[src/rtl/dec_pkg.sv]
// Shared types and width helpers for the multichannel ADPCM code unpacker.
// Bit order is selected by DEC_UNPACK_MSB_FIRST_EN (LSB-first when undefined).
package dec_pkg;

  typedef enum logic [1:0] {
    RATE_2B = 2'b00,
    RATE_3B = 2'b01,
    RATE_4B = 2'b10,
    RATE_5B = 2'b11
  } rate_e;

  typedef enum logic {
    ST_IDLE = 1'b0,
    ST_EMIT = 1'b1
  } state_e;

  localparam logic [1:0] RATE_RESET = RATE_4B;

  function automatic int acc_w(input int word_w);
    return word_w + 4;
  endfunction

  function automatic int cnt_w(input int word_w);
    return $clog2(word_w + 5);
  endfunction

  function automatic logic [2:0] rate_k(input logic [1:0] r);
    return {1'b0, r} + 3'd2;
  endfunction

endpackage

[src/rtl/dec_chan_acc.sv]
// Per-channel accumulator, bit count and rate register file.
// One append/shift write port, one flush port, one combinational read port.
module dec_chan_acc
  import dec_pkg::*;
#(
  parameter int NCH = 4,
  parameter int WORD_W = 8,
  localparam int CHW = $clog2(NCH),
  localparam int ACC_W = acc_w(WORD_W),
  localparam int CNT_W = cnt_w(WORD_W)
) (
  input  logic                  clk,
  input  logic                  reset,
  input  logic                  i_wr_en,
  input  logic [CHW-1:0]        i_wr_ch,
  input  logic [ACC_W-1:0]      i_wr_acc,
  input  logic [CNT_W-1:0]      i_wr_cnt,
  input  logic [NCH-1:0]        i_flush_mask,
  input  logic [NCH-1:0][1:0]   i_flush_rate,
  input  logic [CHW-1:0]        i_rd_ch,
  output logic [ACC_W-1:0]      o_rd_acc,
  output logic [CNT_W-1:0]      o_rd_cnt,
  output logic [1:0]            o_rd_rate
);

  logic [ACC_W-1:0] r_acc  [NCH];
  logic [CNT_W-1:0] r_cnt  [NCH];
  logic [1:0]       r_rate [NCH];

  // A same-cycle append overrides the flush of acc/cnt; rate comes from flush
  always_ff @(posedge clk) begin
    if (!reset) begin
      for (int i = 0; i < NCH; i++) begin
        r_acc[i]  <= '0;
        r_cnt[i]  <= '0;
        r_rate[i] <= RATE_RESET;
      end
    end else begin
      for (int i = 0; i < NCH; i++) begin
        if (i_flush_mask[i]) begin
          r_acc[i]  <= '0;
          r_cnt[i]  <= '0;
          r_rate[i] <= i_flush_rate[i];
        end
        if (i_wr_en && (i_wr_ch == CHW'(i))) begin
          r_acc[i] <= i_wr_acc;
          r_cnt[i] <= i_wr_cnt;
        end
      end
    end
  end

  assign o_rd_acc  = r_acc[i_rd_ch];
  assign o_rd_cnt  = r_cnt[i_rd_ch];
  assign o_rd_rate = r_rate[i_rd_ch];

endmodule

[src/rtl/dec_code_unpack.sv]
// Multichannel ADPCM code unpacker: splits tagged code words into 2..5-bit codes.
// Define DEC_UNPACK_MSB_FIRST_EN for MSB-first bit order.
module dec_code_unpack
  import dec_pkg::*;
#(
  parameter int NCH = 4,
  parameter int WORD_W = 8,
  parameter int NCHAINS = 5
) (
  input  logic                    clk,
  input  logic                    reset,
  input  logic                    in_valid,
  output logic                    in_ready,
  input  logic [$clog2(NCH)-1:0]  in_ch,
  input  logic [WORD_W-1:0]       in_data,
  input  logic                    rate_we,
  input  logic [$clog2(NCH)-1:0]  rate_ch,
  input  logic [1:0]              rate_val,
  output logic                    out_valid,
  input  logic                    out_ready,
  output logic [4:0]              out_code,
  output logic [$clog2(NCH)-1:0]  out_ch,
  output logic [1:0]              out_rate,
  input  logic [NCHAINS-1:0]      scan_in,
  input  logic                    scan_enable,
  input  logic                    test_mode,
  output logic [NCHAINS-1:0]      scan_out
);

  localparam int CHW = $clog2(NCH);
  localparam int ACC_W = acc_w(WORD_W);
  localparam int CNT_W = cnt_w(WORD_W);

  state_e           r_state;
  state_e           w_state_nx;
  logic             r_out_valid;
  logic [4:0]       r_out_code;
  logic [CHW-1:0]   r_out_ch;
  logic [1:0]       r_out_rate;
  logic [CHW-1:0]   r_ch;
  logic             r_pend_v;
  logic [1:0]       r_pend_rate;

  logic             w_idle;
  logic             w_accept;
  logic             w_hs;
  logic             w_rw_live;
  logic             w_rw_act;
  logic             w_rw_hit;
  logic [CHW-1:0]   w_rd_ch;
  logic [ACC_W-1:0] w_rd_acc;
  logic [CNT_W-1:0] w_rd_cnt;
  logic [1:0]       w_rd_rate;
  logic [ACC_W-1:0] w_base_acc;
  logic [CNT_W-1:0] w_base_cnt;
  logic [ACC_W-1:0] w_app_acc;
  logic [CNT_W-1:0] w_app_cnt;
  logic [ACC_W-1:0] w_src_acc;
  logic [CNT_W-1:0] w_src_cnt;
  logic [1:0]       w_src_rate;
  logic [2:0]       w_k;
  logic [CNT_W-1:0] w_kc;
  logic             w_have;
  logic [CNT_W-1:0] w_nx_cnt;
  logic [ACC_W-1:0] w_nx_acc;
  logic [4:0]       w_code;
  logic             w_load;
  logic             w_exit;
  logic             w_wr_en;
  logic             w_pend_v_eff;
  logic [1:0]       w_pend_rate_eff;
  logic [NCH-1:0]       w_flush_mask;
  logic [NCH-1:0][1:0]  w_flush_rate;
  logic             w_unused_scan;

  assign w_unused_scan = ^{scan_in, scan_enable};
  assign scan_out = '0;

  assign w_idle    = (r_state == ST_IDLE);
  assign in_ready  = reset & ~test_mode & w_idle;
  assign w_accept  = in_valid & in_ready;
  assign w_hs      = r_out_valid & out_ready & ~test_mode;
  assign w_rw_live = rate_we & ~test_mode;
  assign w_rw_act  = w_rw_live & ~w_idle & (rate_ch == r_ch);
  assign w_rw_hit  = w_rw_live & w_accept & (rate_ch == in_ch);

  assign w_rd_ch = w_idle ? in_ch : r_ch;

  dec_chan_acc #(
    .NCH    (NCH),
    .WORD_W (WORD_W)
  ) u_acc (
    .clk          (clk),
    .reset        (reset),
    .i_wr_en      (w_wr_en),
    .i_wr_ch      (w_rd_ch),
    .i_wr_acc     (w_nx_acc),
    .i_wr_cnt     (w_nx_cnt),
    .i_flush_mask (w_flush_mask),
    .i_flush_rate (w_flush_rate),
    .i_rd_ch      (w_rd_ch),
    .o_rd_acc     (w_rd_acc),
    .o_rd_cnt     (w_rd_cnt),
    .o_rd_rate    (w_rd_rate)
  );

  // Same-cycle rate write to the incoming channel: append onto a flushed state
  assign w_base_acc = w_rw_hit ? '0 : w_rd_acc;
  assign w_base_cnt = w_rw_hit ? '0 : w_rd_cnt;

`ifdef DEC_UNPACK_MSB_FIRST_EN
  assign w_app_acc = (w_base_acc << WORD_W) | ACC_W'(in_data);
`else
  assign w_app_acc = w_base_acc | (ACC_W'(in_data) << w_base_cnt);
`endif
  assign w_app_cnt = w_base_cnt + CNT_W'(WORD_W);

  assign w_src_acc  = w_idle ? w_app_acc : w_rd_acc;
  assign w_src_cnt  = w_idle ? w_app_cnt : w_rd_cnt;
  assign w_src_rate = w_rw_hit ? rate_val : w_rd_rate;

  assign w_k      = rate_k(w_src_rate);
  assign w_kc     = CNT_W'(w_k);
  assign w_have   = (w_src_cnt >= w_kc);
  assign w_nx_cnt = w_src_cnt - w_kc;

`ifdef DEC_UNPACK_MSB_FIRST_EN
  assign w_code   = 5'((w_src_acc >> w_nx_cnt) & ~({ACC_W{1'b1}} << w_k));
  assign w_nx_acc = w_src_acc & ~({ACC_W{1'b1}} << w_nx_cnt);
`else
  assign w_code   = 5'(w_src_acc & ~({ACC_W{1'b1}} << w_k));
  assign w_nx_acc = w_src_acc >> w_k;
`endif

  assign w_load  = w_accept | (~w_idle & w_hs & w_have);
  assign w_exit  = ~w_idle & w_hs & ~w_have;
  assign w_wr_en = w_load;

  assign w_pend_v_eff    = r_pend_v | w_rw_act;
  assign w_pend_rate_eff = w_rw_act ? rate_val : r_pend_rate;

  always_comb begin
    w_flush_mask = '0;
    w_flush_rate = '0;
    if (w_rw_live && !w_rw_act) begin
      w_flush_mask[rate_ch] = 1'b1;
      w_flush_rate[rate_ch] = rate_val;
    end
    if (w_exit && w_pend_v_eff) begin
      w_flush_mask[r_ch] = 1'b1;
      w_flush_rate[r_ch] = w_pend_rate_eff;
    end
  end

  always_comb begin
    w_state_nx = r_state;
    unique case (r_state)
      ST_IDLE: if (w_accept) w_state_nx = ST_EMIT;
      ST_EMIT: if (w_exit) w_state_nx = ST_IDLE;
      default: w_state_nx = ST_IDLE;
    endcase
  end

  always_ff @(posedge clk) begin
    if (!reset) r_state <= ST_IDLE;
    else        r_state <= w_state_nx;
  end

  always_ff @(posedge clk) begin
    if (!reset) begin
      r_out_valid <= 1'b0;
      r_out_code  <= '0;
      r_out_ch    <= '0;
      r_out_rate  <= RATE_RESET;
      r_ch        <= '0;
      r_pend_v    <= 1'b0;
      r_pend_rate <= RATE_RESET;
    end else begin
      if (w_load) begin
        r_out_valid <= 1'b1;
        r_out_code  <= w_code;
        r_out_ch    <= w_rd_ch;
        r_out_rate  <= w_src_rate;
      end else if (w_exit) begin
        r_out_valid <= 1'b0;
      end
      if (w_accept) r_ch <= in_ch;
      if (w_exit) begin
        r_pend_v <= 1'b0;
      end else if (w_rw_act) begin
        r_pend_v    <= 1'b1;
        r_pend_rate <= rate_val;
      end
    end
  end

  assign out_valid = r_out_valid & ~test_mode;
  assign out_code  = r_out_code;
  assign out_ch    = r_out_ch;
  assign out_rate  = r_out_rate;

endmodule

[config.mk]
export PLATFORM = sky130hd
export DESIGN_NAME = dec_code_unpack
export DESIGN_NICKNAME = d
export VERILOG_FILES = /design/src/rtl/dec_pkg.sv /design/src/rtl/dec_chan_acc.sv /design/src/rtl/dec_code_unpack.sv
export SDC_FILE = /design/constraint.sdc
export NUM_CORES = 1
export LEC_CHECK = 0
export BUFFER_PORTS_ARGS = -buffer_cell sky130_fd_sc_hd__buf_2
export CAP_MARGIN = 0
export CORE_MARGIN = 4
export CORE_UTILIZATION = 40
export DETAILED_ROUTE_END_ITERATION = 10
export SETUP_SLACK_MARGIN = 0.5
export SLEW_MARGIN = 40
export SYNTH_ARGS = -nofsm -noshare
export SYNTH_HDL_FRONTEND = slang
export SYNTH_SLANG_ARGS = --single-unit
[constraint.sdc]
create_clock -name clk -period 8.2 [get_ports clk]
set_input_delay 1.23 -clock clk [delete_from_list [all_inputs] [get_ports clk]]
set_output_delay 1.23 -clock clk [all_outputs]
set_load 0.01 [all_outputs]
# == Yosys cells after proc, flatten, opt, wreduce, memory -nomap -nowiden ==
# Memories as Yosys holds them, arrays and structs flattened.
# Index checks and enable logic that the tools add are counted.
# op_classes
n_addsub,3
order_cmp,5
n_eq_ne,5
shift,3
mux,70
n_bitwise,45
n_reduce_logical,12
# ops
operator,count
2-to-1 mux 12 bit,10
2-to-1 mux 4 bit,12
2-to-1 mux 1 bit,31
bitwise OR 1 bit,22
2-to-1 mux 2 bit,9
2-to-1 mux 8 bit,2
bitwise AND 1 bit,14
bitwise OR 12 bit,1
"<< shifter 12 x 3 -> 5 bit, first input constant",1
<< shifter 8 x 4 -> 12 bit,1
>> shifter 12 x 3 -> 12 bit,1
bitwise AND 8 bit,1
bitwise mux 8 bit,1
demux 2 bit (select 2 bit),2
logical AND 1 bit,8
"< comparator 2 x 3 -> 1 bit, second input constant",2
bitwise AND 5 bit,1
NOT 5 bit,1
"adder 4 bit, second input constant",1
demux 1 bit (select 2 bit),2
equality test 2 bit,2
"equality test 2 bit, second input constant",2
"greater-or-equal comparator 2 x 1 -> 1 bit, second input constant",2
greater-or-equal comparator 4 x 3 -> 1 bit,1
10 further kinds,13
# word_totals
regBits,16
ram_bits,72
out_inout_bits,16
word_cells,154
n_memories,3
# mem_list
name,words,width,read_ports,rd_clocked_by_memory_dff,wr,line_no,rtl
u_acc.r_acc,4,12,1,0,4,dec_chan_acc.sv:26,logic [ACC_W-1:0] r_acc [NCH];
u_acc.r_cnt,4,4,1,0,4,dec_chan_acc.sv:27,logic [CNT_W-1:0] r_cnt [NCH];
u_acc.r_rate,4,2,1,0,4,dec_chan_acc.sv:28,logic [1:0] r_rate [NCH];

# == Depth between registers and ports, before layout ==
# Gate-level depths: netlist of the first run.
# depth
word_depth,19
mapped_depth,20
depth_no_buf,17

# == Hierarchy ==
# A second synthesis of the first run with hierarchy kept.
# unflattened
cells_unflattened,479
hier_area_um2,5315.1
# by_module_without_submodules
module,instances,cells_each,area_per_inst_um2,seq_area_each_um2
dec_chan_acc,1,186,3228.1,2162.1
dec_code_unpack,1,293,2087.0,320.3

# == Least setup slack after synthesis of the first run ==
# Ideal clock, no wire load.
# synth_path
path_kind,input -> register
from,input port in_ch[0]
to,"memory u_acc.r_acc[0][0] (netlist bit), enable pin"
arrival_time_ps,4960
slack_ps,2869
cell_stages,16
path_cell_list,buf_6 mux2_4 mux4_2 nand2_1 and2_1 buf_2 inv_1 clkbuf_1 fa_1 a21o_1 a21o_1 a41oi_1 nand4_1 or4_1 nand3_1 nand2b_1
# synth_lines
element,line_no,rtl
from (decl),dec_code_unpack.sv:14,"input logic [$clog2(NCH)-1:0] in_ch,"
to (decl),dec_chan_acc.sv:26,

==> results of run 1 <==
## worst min-delay path, cell delays in order (launching register included)
cell      delay (ps)
dfxtp_1          310
nand2_1           50
a21boi_0          60
## metrics by stage
step                hold slack [ps]  cell area (µm²)  cells  total power, µW  setup WS (ps)
global placement                455             4940    602              729           1590
finish                          468             5250    619             1100           2050
global route                    509             5250    619             1150           1520
CTS                             476             5230    619             1100           1850
detailed placement              468             4950    603              733           1520
floorplan                       437             4740    455              665           2870
## cells by family after synthesis
family,synth area share
other cells,0.000794
compound gates,0.152
xor+xnor,0.0111
flops,0.475
buf+inv,0.0432
simple gates,0.211
mux,0.0956
fa+ha+maj,0.0122
## placed cells by master, fill, tap and decap left out, types with 7 or more instances in the layout
cell type and count:
nor2_1 69, edfxtp_1 64, buf_2 30, nand2_1 29, nand3_1 24, a21oi_1 18, dfxtp_1 15, mux4_2 12
mux2i_1 11, inv_1 10, nor2b_1 10, a21o_1 9, clkbuf_16 9, and2_1 8, nand3b_1 7, nor4_1 7
## path summary, 6_finish.rpt
kind | start | to | slack (ps)
setup / recovery | reset | u_acc.r_acc[1][8] | 2050
hold reg to reg | out_code[3] | out_code[3] | 470
hold / removal | out_code[3] | out_code[3] | 470
setup reg to reg | r_state | u_acc.r_acc[1][8] | 2440
## metal layers
| layer | up-vias | track usage | routed length, µm | part of all wire |
|---|---|---|---|---|
| met2 | 107 | 0.313 | 6110 | 0.50 |
| met1 | 1826 | 0.249 | 5280 | 0.43 |
| met5 | - | 0 | 0 | 0 |
| met3 | 15 | 0.0383 | 624 | 0.051 |
| met4 | 0 | 0.0696 | 226 | 0.018 |
| li1 | 1753 | - | - | - |
## registers in the layout, summed over array words and instances, names as in the netlist
| name | cells |
|---|---|
| u_acc.r_rate | 8 |
| out_rate | 2 |
| r_out_valid | 1 |
| r_ch | 2 |
| out_ch | 2 |
| r_state | 1 |
| r_pend_v | 1 |
| u_acc.r_acc | 40 |
| u_acc.r_cnt | 16 |
| r_pend_rate | 2 |
| out_code | 5 |
## area by class of cell
class / instances / area (µm²)
tap: 143 / 179
timing repair buffer: 36 / 195
multi-input combinational: 333 / 2310
sequential: 80 / 2240
clock inverter: 6 / 46.3
inverter: 11 / 41.3
clock buffer: 10 / 229
fill: 1098 / 6220
## power by group through the flow
| stage | Sequential [µW] | Clock, µW | Combinational (µW) |
|---|---|---|---|
| 5_1_grt | 471 | 397 | 286 |
| 4_1_cts | 469 | 379 | 256 |
| 3_5_place_dp | 478 | 0 | 255 |
| 6_report | 469 | 368 | 259 |
| 3_3_place_gp | 477 | 0 | 252 |
| 2_1_floorplan | 471 | 0 | 194 |
==> results.toml, run 1 <==
[routing]
ant_nets = 0
wire_per_inst_um = 19.8
vias = 3701
drtIter0Drc = 295
wirelength_um = 12200
drc = 0
vias_per_cell = 5.98
drt_pass1_iterations = 5

[floorplanning]
initial_utilization = 0.412
die-area_mm2 = 0.0136
die_x_um = 117
die_h_um = 117
io_pins = 42
rows = 39
core_area_mm2 = 0.0115

[setup_path]
worstRegToRegCells = 17
critical_path.cell_chain = "buf_2, nor4bb_1, buf_4, inv_1, nor2_4, nand2_1, and2_1, buf_4, inv_1, fa_1, a21o_1, a21o_1, a41oi_1, nor2_1, nor2_1, nor2b_1, nand3_1, nand2b_1, buf_4"
critical_path.max_stage_delay_ps = 640
cp_common_cell = "buf_4"
worstSetupPathDepth = 19
criticalPathCategory = "input port to flop"
startpoint_type = "input port"
crit_arrival_ps = 6180
critPathCaptureType = "flop"
required_ps = 8230
cp_slowest_cell = "nand3_1"
crit_family = "simple AND/OR/NAND/NOR gates"
cp_num_buf_inv = 6
crit_fanout = 31

[power]
p_int_uw = 755
static-leakage-power_uw = 0.00192
p_comb_frac = 0.236
seqPwrFrac = 0.428
power.switching_uw = 341
ir_worst_vdd_v = 0.0000971
p_per_area_mw_per_mm2 = 209
swShare = 0.311
power_frac_clock = 0.336

[sta]
setup_tns_ps = 0
setup-violations-final = 0
post-route-period-util = 0.750
slew_headroom = 0.442
skew_ps = 9.17
fin_crit_ps = 6150
finalHoldViolations = 0
finalMaxSlewViolations = 0
fmax_ghz = 0.163
tightest_slew_ps = 835
rsz0062_at_grt = "no"

[cts]
htree_levels = 3
numCtsBuffers = 9
post_cts_buffers = 0
cts.sinks = 80
max-clock-path-buffers = 2
cts_resized = 0
clk_latency_ps = 340
clock-root-buffer = "clkbuf_16"
cts_tree = "yes"
clkSlewWorstSetupHoldPaths_ps = 60
ctsHoldBuffers = 0

[outcome]
run_status = "complete, no violations"

[placed_design]
numPortBuffers = 30
gp_congestion = 0.895
hpwl_um = 8620

[yosys]
yosys.area.top_type = "edfxtp_1"
synthesis.area_mm2 = 0.00472
synth_flop_cell = "edfxtp_1"
ys_seq_elements = 80
seq_area_frac_synth = 0.475
synth_edf_count = 64
async_reset_ff_frac = 0
yosys.cell_types.count = 71
yosysWarnings = 0
synth.area.top_cells = "edfxtp_1 41%, dfxtp_1 6.8%, mux4_2 5.7%"
netlist_instances = 451
synth_top_area_share = 0.407
syn_avg_cell_area_um2 = 10.5
ys_top_cells_by_count = "69 x nor2_1, 64 x edfxtp_1, 29 x nand2_1"
synth.most_common_cell = "nor2_1"

[layout]
drive_above_1_share = 0.191
nNetsFinal = 501
final_util = 0.458
syn_to_final_growth_pct = 11.1
diodes = 0

[grt]
grt_pass1_wl_um = 19800
antenna_found_initial = 0
track_usage = 0.190
grt_max_degree = 33
grt_pass1_vias = 3720
grt-ovfl-total = 0

[hold_path]
whs_path_depth = 2
hold_class = "flop to flop"

[job]
drv_cap = 0
No activity file was read; power rests on OpenSTA's default activity.
==> inputs of run 2 (changes only) <==
clock period = 6.4 ns   (was 8.2 ns; I/O delays follow)
==> run 2 against run 1 <==
Against the previous run: sequential cell count stayed put; sequential power is 28% higher; cell count is 1.5% higher; sequential share of layout area is 0.50 points lower; die area stayed put; via count is 0.46% lower; routed wire length is 0.80% lower; clock skew is 2.9 ps lower; clock power is 29% higher; critical path type is now flop to flop.
==> results.toml, run 2 (synthesis gave the netlist of run 1 again) <==
[grt]
grt_pass1_vias = 3715
antenna_found_initial = 0
grt_pass1_wl_um = 19600
track_usage = 0.189
grt-ovfl-total = 0
grt_max_degree = 31

[routing]
ant_nets = 0
drtIter0Drc = 307
wirelength_um = 12100
vias = 3684
wire_per_inst_um = 19.3
vias_per_cell = 5.87
drc = 0
drt_pass1_iterations = 4

[floorplanning]
rows = 39
die-area_mm2 = 0.0136
io_pins = 42
initial_utilization = 0.412
die_x_um = 117
die_h_um = 117
core_area_mm2 = 0.0115

[power]
p_comb_frac = 0.239
total_power_uw = 1410
power.switching_uw = 421
swShare = 0.298
p_int_uw = 989
p_per_area_mw_per_mm2 = 266
seqPwrFrac = 0.424
static-leakage-power_uw = 0.00198
power_frac_clock = 0.337
ir_worst_vdd_v = 0.000120

[cts]
cts_tree = "yes"
numCtsBuffers = 9
post_cts_buffers = 0
cts.sinks = 80
cts_resized = 0
clk_latency_ps = 330
clock-root-buffer = "clkbuf_16"
htree_levels = 3
ctsHoldBuffers = 0
clkSlewWorstSetupHoldPaths_ps = 60
max-clock-path-buffers = 2

[sta]
rsz0062_at_grt = "yes"
slew_headroom = 0.448
post-route-period-util = 0.863
finalHoldViolations = 0
skew_ps = 6.24
fmax_ghz = 0.181
fin_crit_ps = 5520
tightest_slew_ps = 825
fin_ws_ps = 878
setup_tns_ps = 0
setup-violations-final = 0
finalMaxSlewViolations = 0

[placed_design]
dpl_cell_area_mm2 = 0.00502
pre_cts_ws_ps = 687
hpwl_um = 8710
gp_congestion = 0.938
numPortBuffers = 30

[layout]
diodes = 0
final_common_cell = "nor2_1"
finalInstanceArea_mm2 = 0.00531
largest-register = "u_acc.r_acc"
largest_register_ffs = 40
nNetsFinal = 510
syn_to_final_growth_pct = 12.3
largest_registers = "u_acc.r_acc (40), u_acc.r_cnt (16), u_acc.r_rate (8)"
final_util = 0.463
drive_above_1_share = 0.198
layout_common_cells = "69 x nor2_1, 64 x edfxtp_1, 30 x buf_2"
fillers = 1071

[setup_path]
critPathCaptureType = "flop"
criticalPathCategory = "flop to flop"
required_ps = 6420
startpoint_type = "flop"
crit_fanout = 22
crit_arrival_ps = 5540

[hold_path]
hold_class = "flop to flop"

[outcome]
run_status = "complete, no violations"

[job]
drv_cap = 0
-- run 2: cell type report --
cell class              instances  area, µm²  area share
clock inverters                 4       20.0     0.00377
flip-flops and latches         80       2240       0.423
well taps                     143        179      0.0337
clock buffers                  12        256      0.0483
multi-input cells             333       2300       0.434
repair buffers                 45        263      0.0495
inverters                      11       41.3     0.00778
-- run 2: path summary, 6_finish.rpt --
kind	start	end	slack, ps	cells after the start
max	r_state	u_acc.r_acc[1][8]	880	17
max reg2reg	r_state	u_acc.r_acc[1][8]	880	17
min	out_code[3]	out_code[3]	460	2
min reg2reg	out_code[3]	out_code[3]	460	2
-- run 2: stage by stage --
stage               hold WS [ps]  std cells
floorplan                    437        455
global placement             451        612
detailed placement           461        612
CTS                          469        628
global route                 490        628
finish                       461        628
-- run 2: power groups by stage --
stage | clock [µW] | sequential (µW) | combinational [µW]
detailed placement | 0 | 609 | 335
CTS | 484 | 598 | 336
finish | 475 | 599 | 336
global placement | 0 | 608 | 332
floorplan | 0 | 604 | 249
global route | 506 | 601 | 374
-- run 2: critical path, cell delays in order, from the launching register on --
cell and delay [ps]:
dfxtp_1 840, buf_4 320, and3b_1 220, or2_4 250, a2111oi_4 720, nand2_2 170, ha_1 230, inv_1 80
fa_1 210, a21o_1 100, a21o_1 130, a41oi_1 80, nor2_1 290, nor2_1 90, nor2b_1 270, nand3_1 650
nand2b_1 260, buf_4 270
-- run 2: per-layer routing --
| layer | up-vias | routed length [µm] | GRT usage |
|---|---|---|---|
| met1 | 1797 | 5270 | 0.247 |
| met4 | 0 | 289 | 0.0757 |
| met3 | 22 | 628 | 0.0249 |
| li1 | 1757 | - | - |
| met2 | 108 | 5960 | 0.317 |
| met5 | - | 0 | 0 |
